### src/rtl/npu_pe_feeder.sv
// npu_pe_feeder: buffers feature/weight pairs and streams them into one npu_pe as a framed burst.
// Optional WAIT-state timeout is compiled in when NPU_FEEDER_TIMEOUT_EN is defined.
module npu_pe_feeder #(
  parameter int DATA_WIDTH = 8,
  parameter int ACC_WIDTH  = 20,
  parameter int MAX_LEN    = 16,
  parameter int ADDR_WIDTH = $clog2(MAX_LEN)
) (
  input  logic                  clk,
  input  logic                  rst,
  input  logic                  i_wr_en,
  input  logic [ADDR_WIDTH-1:0] i_wr_addr,
  input  logic [DATA_WIDTH-1:0] i_wr_feature,
  input  logic [DATA_WIDTH-1:0] i_wr_weight,
  input  logic                  i_start,
  input  logic [ADDR_WIDTH:0]   i_len,
  input  logic [ACC_WIDTH-1:0]  i_bias,
  output logic                  o_busy,
  output logic                  o_pe_valid,
  output logic                  o_pe_last,
  output logic [DATA_WIDTH-1:0] o_pe_feature,
  output logic [DATA_WIDTH-1:0] o_pe_weight,
  output logic [ACC_WIDTH-1:0]  o_pe_bias,
  input  logic                  i_pe_valid,
  input  logic [DATA_WIDTH-1:0] i_pe_result,
  output logic                  o_done,
  output logic [DATA_WIDTH-1:0] o_result,
  output logic                  o_timeout
);

  localparam logic [1:0] S_IDLE   = 2'd0;
  localparam logic [1:0] S_STREAM = 2'd1;
  localparam logic [1:0] S_WAIT   = 2'd2;
  localparam logic [1:0] S_DONE   = 2'd3;

  localparam logic [ADDR_WIDTH:0] MAX_LEN_W = (ADDR_WIDTH+1)'(MAX_LEN);

  logic [1:0]            state;
  logic [ADDR_WIDTH:0]   len_q;
  logic [ADDR_WIDTH:0]   idx_q;
  logic [ADDR_WIDTH:0]   start_len;
  logic [ACC_WIDTH-1:0]  bias_q;
  logic [DATA_WIDTH-1:0] result_q;
  logic                  streaming;
  logic                  last_beat;

  logic [DATA_WIDTH-1:0] feature_mem [MAX_LEN];
  logic [DATA_WIDTH-1:0] weight_mem  [MAX_LEN];

`ifdef NPU_FEEDER_TIMEOUT_EN
  logic [5:0] wait_cnt;
  logic       timeout_q;
`endif

  always_comb begin
    start_len = (i_len > MAX_LEN_W) ? MAX_LEN_W : i_len;
  end

  assign streaming = (state == S_STREAM);
  assign last_beat = streaming && (idx_q == (len_q - 1'b1));

  // Buffer contents deliberately survive reset so a command can be replayed afterwards.
  always_ff @(posedge clk) begin
    if (!rst && i_wr_en && (state == S_IDLE) && ({1'b0, i_wr_addr} < MAX_LEN_W)) begin
      feature_mem[i_wr_addr] <= i_wr_feature;
      weight_mem[i_wr_addr]  <= i_wr_weight;
    end
  end

  always_ff @(posedge clk) begin
    if (rst) begin
      state    <= S_IDLE;
      len_q    <= '0;
      idx_q    <= '0;
      bias_q   <= '0;
      result_q <= '0;
`ifdef NPU_FEEDER_TIMEOUT_EN
      wait_cnt  <= '0;
      timeout_q <= 1'b0;
`endif
    end else begin
      case (state)
        S_IDLE: begin
          if (i_start) begin
            bias_q <= i_bias;
            len_q  <= start_len;
            idx_q  <= '0;
`ifdef NPU_FEEDER_TIMEOUT_EN
            timeout_q <= 1'b0;
`endif
            if (start_len == '0) begin
              result_q <= '0;
              state    <= S_DONE;
            end else begin
              state <= S_STREAM;
            end
          end
        end
        S_STREAM: begin
          idx_q <= idx_q + 1'b1;
          if (last_beat) begin
            state <= S_WAIT;
`ifdef NPU_FEEDER_TIMEOUT_EN
            wait_cnt <= '0;
`endif
          end
        end
        S_WAIT: begin
          // A result arriving in the final counted cycle still takes priority over the timeout.
          if (i_pe_valid) begin
            result_q <= i_pe_result;
            state    <= S_DONE;
          end
`ifdef NPU_FEEDER_TIMEOUT_EN
          else if (wait_cnt == 6'd63) begin
            result_q  <= '0;
            timeout_q <= 1'b1;
            state     <= S_DONE;
          end else begin
            wait_cnt <= wait_cnt + 1'b1;
          end
`endif
        end
        S_DONE: begin
          state <= S_IDLE;
        end
        default: begin
          state <= S_IDLE;
        end
      endcase
    end
  end

  assign o_busy       = (state != S_IDLE);
  assign o_pe_valid   = streaming;
  assign o_pe_last    = last_beat;
  assign o_pe_feature = streaming ? feature_mem[idx_q[ADDR_WIDTH-1:0]] : '0;
  assign o_pe_weight  = streaming ? weight_mem[idx_q[ADDR_WIDTH-1:0]]  : '0;
  assign o_pe_bias    = bias_q;
  assign o_done       = (state == S_DONE);
  assign o_result     = result_q;

`ifdef NPU_FEEDER_TIMEOUT_EN
  assign o_timeout = (state == S_DONE) && timeout_q;
`else
  assign o_timeout = 1'b0;
`endif

endmodule
### config.mk
export PLATFORM = sky130hd
export DESIGN_NAME = npu_pe_feeder
export DESIGN_NICKNAME = d
export VERILOG_FILES = /design/src/rtl/npu_pe_feeder.sv
export SDC_FILE = /design/constraint.sdc
export NUM_CORES = 1
export LEC_CHECK = 0
export ABC_CLOCK_PERIOD_IN_PS = 4200
export CORE_MARGIN = 3
export CORE_UTILIZATION = 61
export DETAILED_ROUTE_END_ITERATION = 6
export DONT_BUFFER_PORTS = 1
export PLACE_DENSITY = 0.85
export SYNTH_ARGS = -nofsm -noshare
export SYNTH_HDL_FRONTEND = slang
export SYNTH_SLANG_ARGS = --single-unit
### constraint.sdc
create_clock -name clk -period 4.2 [get_ports clk]
set_input_delay 0.21 -clock clk [delete_from_list [all_inputs] [get_ports clk]]
set_output_delay 0.21 -clock clk [all_outputs]
set_load 0.01 [all_outputs]
==> flow_metrics.tcl, run 1 <==
set metrics [dict create \
    cts_tree "built" \
    synthCells 617 \
    mostFrequentLayoutCells "edfxtp_1, mux4_2, dlygate4sd3_1, nand2_1, dfxtp_1" \
    dr.pass1.iters 7 \
    ant_nets 0 \
    cap_viol_max_count 0 \
    cts-root-buf "clkbuf_16" \
    status "finished, violations left" \
    final_cells 944 \
    startpoint_type "register" \
    clockBufferDepth 3 \
    netlist_area_sq_um 11610 \
    yosys.area_share.simple 0.05247 \
    hp-class "input port to register" \
    cts.sinks 300 \
    ys_seq_elements 300 \
    grt_pass1_vias 6724 \
    n_fill_cell 940 \
    slew_headroom 0.2929 \
    critPathArrivalTime_ns 3.09 \
    period_share 0.7857 \
    final_common_cell "edfxtp_1" \
    hold_viol 0 \
    grt_max_degree 65 \
    yosys_most_used_dff "edfxtp_1" \
    start_util 0.6335 \
    synth_top_area_share 0.6619 \
    clk_pin_slew_ns 0.06 \
    wirelength_mm 27.43 \
    vdd_ir_drop_max_uv 328.6 \
    seq_area_frac_synth 0.7378 \
    dieWidth_um 144.0 \
    cts_buffers 29 \
    required_ns 3.99 \
    tns_ns 0 \
    final_layout_size_suffix_gt1_frac 0.2140 \
    cp-end-kind "primary output" \
    overflow 0 \
    insertion_delay_ns 0.53 \
    slew_viol_final 0 \
    fin_crit_ns 3.300 \
    worstSetupPathType "register to primary output" \
    fin_skew_ns 0.006965 \
    synth-adder-area-share 0.006464 \
    worstMarginPinSlew_ns 1.059 \
    yosysUniqueCellTypes 37 \
    ys_top_cells_by_area "edfxtp_1, mux4_2, dfxtp_1" \
    yosysWarnings 0 \
    violations "design-rule violations" \
    crit_path_max_fanout 42 \
    via_per_inst 6.654 \
    grt_pass1_wl_mm 40.85 \
    avgSynthCellArea_sq_um 18.82 \
    syn_nets 681 \
    place.detailed.hpwl_mm 13.83 \
    muxShareOfSynthArea 0.1551 \
    nets 757 \
    synth_top_family_by_area "multiplexers" \
    p_leak_uw 0.004293 \
    rows 49 \
    grt_antenna_before_repair 0 \
    drc_errors 1 \
    ioPinCount 107 \
    synth_top_cell_by_area "edfxtp_1" \
    synth-async-reset-ratio 0 \
    via_count 6281 \
    seqCellArea_sq_um 8573 \
    placed_cells 833 \
    post-cts-setup-buffers 0 \
    synthToLayoutAreaGrowth_pct 16.11 \
    die-area_sq_um 20730 \
    finalPower_uw 7011 \
    synth_xor_area_frac 0.006787 \
    synth_edf_count 256 \
    gp_congestion 0.7908 \
    io_buffers 0 \
    rsz0062_at_grt "no" \
    die_height_um 144.0 \
    whs_ns 0.01612 \
    diodes 0 \
    drt-initial-drc-count 661 \
    fmax_mhz 303.0 \
    cellPowerDensity_nw_per_um2 520.0 \
    grtUsageTotal 0.2692 \
    wl_per_cell_um 29.06 \
    core-area_sq_um 18330 \
    cts.htree.levels 1 \
    synth-compound-area-share 0.02467 \
    setup_viol 0 \
    multiInputGateArea_sq_um 2875 \
]
[path summary, 6_finish.rpt]
kind / from / endpoint / slack (ns) / cells after the start
worst min-delay path: i_len[2] / len_q[2] / 0.02 / 3
worst max register to register: state[1] / len_q[0] / 1.03 / 8
worst min register to register: o_pe_bias[14] / o_pe_bias[14] / 0.52 / 2
worst max-delay path: register / o_pe_weight[1] / 0.90 / 4
[area by class of cell]
| type | instances | area share |
|---|---|---|
| Tap cell | 229 | 0.02125 |
| Clock inverter | 17 | 0.01577 |
| Timing Repair Buffer | 79 | 0.05549 |
| Inverter | 7 | 0.001949 |
| Sequential cell | 300 | 0.6358 |
| Clock buffer | 36 | 0.05651 |
| Multi-Input combinational cell | 276 | 0.2132 |
[where the power goes]
part           switching, uW  total (uW)  leakage [uW]  internal, uW
Sequential               141        3460       0.00266          3320
Clock                   1070        2660      0.000469          1590
Combinational            485         892       0.00116           407
[stage by stage]
stage                     utilization  area (sq um)  setup slack [ns]
after CTS                      0.7356         13480            0.8140
after floorplan                     -         11610             1.275
after detailed placement       0.6502         11920             1.412
final                          0.7356         13480            0.9002
after global placement         0.6502         11920             1.427
after global routing           0.7356         13480            0.7039
[cell families (layout without fill, tap and decap cells)]
family                   Yosys count  in the layout
AO/OA/AOI/OAI                     50             50
XOR/XNOR                           9              9
adder cells (fa/ha/maj)            6              6
buffers and inverters             41            139
flip-flops                       300            300
multiplexers                      80             80
other                              1              1
AND/OR/NAND/NOR                  130            130
[routing by layer]
layer | share of wire | global-route usage
met3 | 0.097 | 0.06548
met1 | 0.35 | 0.3378
met2 | 0.52 | 0.4662
met4 | 0.037 | 0.09118
met5 | 0 | 0
[timing repair]
action | in CTS | in global routing
hold buffers | 58 | 0
endpoints found under the setup margin | 0 | 0
endpoints found under the hold margin | 300 | 0
resized for setup | 0 | 0
[cell usage after synthesis (2+ instances only)]
cell,instances
clkbuf_1,16
a21o_1,2
buf_2,2
a211oi_1,4
o21ai_0,2
nand3b_1,2
nand2_1,55
dfxtp_1,44
xnor2_1,3
buf_1,8
buf_4,7
edfxtp_1,256
a21oi_1,36
inv_1,7
nor3_1,6
nor3b_1,4
nor2_1,26
xor2_1,6
ha_1,6
nand3_1,8
nand2b_1,4
and2_1,17
mux4_2,80
nand4_1,3
[sequential cells by signal, summed over array words and instances (netlist names), named ones only]
| register | cells |
|---|---|
| len_q | 5 |
| o_result | 8 |
| state | 2 |
| o_pe_bias | 20 |
| idx_q | 5 |
| feature_mem | 128 |
| weight_mem | 128 |
[critical path: stages, from the launching register on]
cell     delay [ns]
dfxtp_4        0.91
buf_4          0.40
mux4_2         0.55
mux4_2         0.47
and2_1         0.21
(Power assumes the default switching activity.)
==> run 2: changes to the inputs <==
ABC_CLOCK_PERIOD_IN_PS = 2800   (was 4200)
CORE_UTILIZATION = 57   (was 61)
PLACE_DENSITY = 0.83   (was 0.85)
clock period = 2.8 ns   (was 4.2 ns; I/O delays follow)
==> run 2 against run 1 <==
Against the previous run: the run now ends clean; utilization fell by 4.3 points; global-route usage fell by 2.5 points; routed wire length down 4.8%; worst setup slack worse by 0.77 ns; register-to-register slack got worse by 0.86 ns; highest routed layer unchanged.
==> flow_metrics.tcl, run 2 (synthesis results as in run 1) <==
set metrics [dict create \
    fmax_mhz 375.2 \
    clockBufferDepth 3 \
    cts_tree "built" \
    via_per_inst 6.303 \
    min_from "i_wr_addr[3]" \
    worstMarginPinSlew_ns 0.6496 \
    synthToLayoutAreaGrowth_pct 17.66 \
    core-area_sq_um 19720 \
    slew_viol_final 0 \
    insertion_delay_ns 0.54 \
    ant_nets 0 \
    final_common_cell "edfxtp_1" \
    dieWidth_um 148.7 \
    dr.pass1.iters 5 \
    worstSetupPathType "register to primary output" \
    required_ns 2.66 \
    crit_path_max_fanout 20 \
    cts.sinks 300 \
    cts-root-buf "clkbuf_16" \
    grtUsageTotal 0.2441 \
    fin_skew_ns 0.02182 \
    cp-end-kind "primary output" \
    cts.htree.levels 1 \
    slew_headroom 0.5601 \
    hold_viol 0 \
    cellPowerDensity_nw_per_um2 756.9 \
    final_cells 1000 \
    wirelength_mm 26.13 \
    r2r_cells 7 \
    grt_pass1_wl_mm 40.25 \
    grt_max_degree 65 \
    tns_ns 0 \
    grt_pass1_vias 6578 \
    via_count 6303 \
    clk_pin_slew_ns 0.06 \
    ioPinCount 107 \
    mostFrequentLayoutCells "edfxtp_1, mux4_2, dlygate4sd3_1, nand2_1, dfxtp_1" \
    min_to "feature_mem[3][0]" \
    fin_crit_ns 2.665 \
    vdd_ir_drop_max_uv 445.1 \
    period_share 0.9519 \
    cts_buffers 29 \
    rsz0062_at_grt "no" \
    drc_errors 0 \
    start_util 0.5890 \
    gp_congestion 0.7700 \
    wl_per_cell_um 26.13 \
    hp-class "input port to register" \
    r2r_slack_ns 0.17 \
    critPathArrivalTime_ns 2.53 \
    io_buffers 0 \
    die-area_sq_um 22120 \
    die_height_um 148.7 \
    cap_viol_max_count 0 \
    nets 775 \
    drt-initial-drc-count 649 \
    placed_cells 881 \
    p_leak_uw 0.004391 \
    status "complete, no violations" \
    r2r_end "weight_mem[0][2]" \
    grt_antenna_before_repair 2 \
    startpoint_type "register" \
    final_layout_size_suffix_gt1_frac 0.2350 \
    place.detailed.hpwl_mm 14.72 \
    timing.rr.start "state[0]" \
    overflow 0 \
    whs_path_depth 2 \
    setup_viol 0 \
    rows 51 \
]
[run 2: cell types whose count changed in the layout (fill, tap and decap cells not counted), sizes merged]
cell,previous run,this run
buf,22,41
bufinv,5,1
clkbuf,36,43
clkinv,9,3
clkinvlp,3,1
diode,0,3
dlygate4sd3,57,56
inv,7,11
[run 2: worst max-delay path by stage]
stage              from                 to  slack (ns)  cells past startpoint
2_1_floorplan  state[0]  feature_mem[1][0]        0.19                      7
3_3_place_gp   register     o_pe_weight[3]        0.51                      4
3_5_place_dp   register    o_pe_feature[1]        0.48                      4
4_1_cts        register    o_pe_feature[1]        0.03                      4
5_1_grt        state[0]  feature_mem[0][3]        0.04                      7
6_report       register    o_pe_feature[1]        0.13                      4
[run 2: per-stage QoR]
stage / utilization / setup slack, ns / instance area (sq um) / power, uW / hold WS, ns
2_1_floorplan: - / 0.1864 / 11620 / 6214 / 0.2389
3_3_place_gp: 0.6132 / 0.5126 / 12090 / 6434 / 0.2140
3_5_place_dp: 0.6132 / 0.4819 / 12090 / 6496 / 0.2169
4_1_cts: 0.6902 / 0.03284 / 13610 / 10340 / 0.01882
5_1_grt: 0.6929 / 0.04305 / 13660 / 10750 / 0.03474
6_report: 0.6930 / 0.1346 / 13660 / 10340 / 0.03549
[run 2: final cells by class]
cell class                      instances  area [sq um]
Multi-Input combinational cell        276          2878
Timing Repair Buffer                   97         925.9
Clock buffer                           43         850.8
Clock inverter                          9         71.32
Tap cell                              265         331.6
Antenna cell                            3         7.507
Fill cell                            1095          6053
Inverter                                7         26.28
Sequential cell                       300          8573
[run 2: critical path: stages, from the launching register on]
cell and delay (ns):
dfxtp_4 0.48, buf_12 0.24, mux4_2 0.56, mux4_2 0.48
and2_1 0.22
[run 2: per-layer routing]
metal	routed length, um	track usage	up-vias	share of wire
met5	0	0	-	0
met4	838	0.08924	0	0.032
met3	2185	0.04163	66	0.084
met2	13370	0.4149	362	0.51
met1	9729	0.3236	3242	0.37
li1	-	-	2633	-
[run 2: power by group]
part / internal, uW / leakage (uW) / switching (uW)
Clock: 2180 / 0.000461 / 1540
Sequential: 4980 / 0.00266 / 133
Combinational: 703 / 0.00127 / 798
[run 2: repair_timing]
item / 4_1_cts / 5_1_grt
buffers inserted: 1 / 6
resized for setup: 0 / 3
setup endpoints to repair: 13 / 22
hold buffers: 57 / 0
endpoints found under the hold margin: 314 / 0
==> run 3: changes to the inputs <==
SETUP_SLACK_MARGIN = 0.5   (was not set)
==> run 3 against run 2 <==
Against the previous run: final cell count up 1.1%; utilization up 2.2 points; routed wire length up 20%; critical path type unchanged; largest cell class unchanged.
==> flow_metrics.tcl, run 3 (synthesis results as in run 1) <==
set metrics [dict create \
    start_util 0.5890 \
    r2r_slack_ns 0.51 \
    gp_congestion 0.8145 \
    core-area_sq_um 19720 \
    placed_cell_area_sq_um 12090 \
    ant_nets 0 \
    overflow 0 \
    pwr-share-seq 0.461 \
    cts.sinks 300 \
    cts.htree.levels 1 \
    synthToLayoutAreaGrowth_pct 21.31 \
    met3_wirelength_mm 2.704 \
    final_layout_size_suffix_gt1_frac 0.2899 \
    drc_errors 0 \
    worstMarginPinSlew_ns 0.7110 \
    period_share 0.9631 \
    switching_share 0.2498 \
    clockBufferDepth 3 \
    path_cells "buf_6 -> buf_12 -> buf_16 -> mux4_2 -> mux4_2 -> and2_4" \
    io_buffers 0 \
    rsz0062_at_grt "yes" \
    worstSetupPathType "register to primary output" \
    place.detailed.hpwl_mm 14.33 \
    cellPowerDensity_nw_per_um2 787.0 \
    dr.pass1.iters 5 \
    wirelength_mm 31.35 \
    final_cells 1011 \
    critPathArrivalTime_ns 2.56 \
    grt_antenna_before_repair 0 \
    p_leak_uw 0.004543 \
    p_clk_frac 0.362 \
    drt-initial-drc-count 875 \
    fmax_mhz 370.8 \
    intPower_uw 8318 \
    design_area_sq_um 14090 \
    cp-end-kind "primary output" \
    n_fill_cell 1014 \
    cp.buffers_inverters 3 \
    power.share.combinational 0.177 \
    dieWidth_um 148.7 \
    placed_cells 879 \
    wl_met1_mm 10.38 \
    vdd_ir_drop_max_uv 596.4 \
    tns_ns 0 \
    cap_viol_max_count 0 \
    mostFrequentLayoutCells "edfxtp_1, mux4_2, nand2_1, dlygate4sd3_1, dfxtp_1" \
    die-area_sq_um 22120 \
    crit_path_max_fanout 6 \
    power_switching_uw 2770 \
    cts-root-buf "clkbuf_16" \
    fin_crit_ns 2.697 \
    fin_skew_ns 0.01537 \
    cts_buffers 28 \
    rows 51 \
    cp_top_family "multiplexers" \
    slew_viol_final 0 \
    grt_max_degree 65 \
    via_count 6737 \
    slew_headroom 0.5250 \
    clk_pin_slew_ns 0.07 \
    highest_layer "met4" \
    required_ns 2.66 \
    insertion_delay_ns 0.54 \
    grtUsageTotal 0.2827 \
    status "complete, no violations" \
    wl_per_cell_um 31.01 \
    cp_common_cell "mux4_2" \
    wl_met2_mm 16.27 \
    cts_tree "built" \
    startpoint_type "register" \
    ioPinCount 107 \
    hold_viol 0 \
    hp-class "input port to register" \
    grt_pass1_vias 7085 \
    via_per_inst 6.664 \
    cp_slowest_cell "mux4_2" \
    die_height_um 148.7 \
    nets 787 \
    cpPeakStageDelay_ns 0.54 \
    grt_pass1_wl_mm 45.26 \
    setup_viol 0 \
    final_common_cell "edfxtp_1" \
]
==> run 3: cell types whose count changed in the layout (fill, tap and decap cells not counted), sizes merged, moves of 3 or more <==
cell / change
bufinv: +4
clkinv: +11
clkbuf: -10
inv: -3
buf: +14
==> run 3: per-stage QoR <==
| step | util | hold WS, ns | setup WS (ns) | power (uW) |
|---|---|---|---|---|
| floorplan | - | 0.2389 | 0.3019 | 6215 |
| global placement | 0.6129 | 0.2133 | 0.5635 | 6426 |
| detailed placement | 0.6129 | 0.2163 | 0.5188 | 6499 |
| CTS | 0.7071 | 0.01322 | 0.1681 | 10920 |
| global route | 0.7144 | 0.04292 | 0.05206 | 11430 |
| finish | 0.7145 | 0.05990 | 0.1034 | 11090 |
==> run 3: layout make-up <==
type | instances | area (sq um) | area share
sequential | 300 | 8578 | 0.6089
multi-input combinational | 276 | 2980 | 0.2115
timing repair buffer | 110 | 1196 | 0.08490
clock buffer | 32 | 737.0 | 0.05231
tap | 265 | 331.6 | 0.02353
clock inverter | 20 | 234.0 | 0.01661
inverter | 7 | 28.78 | 0.002043
antenna | 1 | 2.502 | 0.0001776
==> run 3: power by group through the flow <==
stage               clock, uW  combinational (uW)  sequential (uW)
finish                   4010                1970             5110
global route             4240                2070             5120
CTS                      4030                1800             5100
detailed placement          0                1280             5220
global placement            0                1220             5210
floorplan                   0                1060             5160
==> run 3: final timing paths <==
check,from,end,depth (start not counted)
worst max register to register,state[0],len_q[1],8
worst min-delay path,i_wr_addr[3],feature_mem[0][0],2
worst max-delay path,register,o_pe_weight[6],6
worst min register to register,o_pe_bias[8],o_pe_bias[8],2
==> run 3: what timing repair did <==
action                                  4_1_cts  5_1_grt
pin swaps                                     1        4
resized for setup                            35       16
endpoints found under the setup margin       17      136
hold buffers                                 55        0
cloned                                        4        1
setup buffers                                11        8
endpoints found under the hold margin       300        0
==> run 3: layer usage <==
| layer | global-route usage | up-vias |
|---|---|---|
| li1 | - | 2652 |
| met1 | 0.3403 | 3415 |
| met2 | 0.4867 | 518 |
| met3 | 0.05166 | 152 |
| met4 | 0.1574 | 0 |
| met5 | 0 | - |
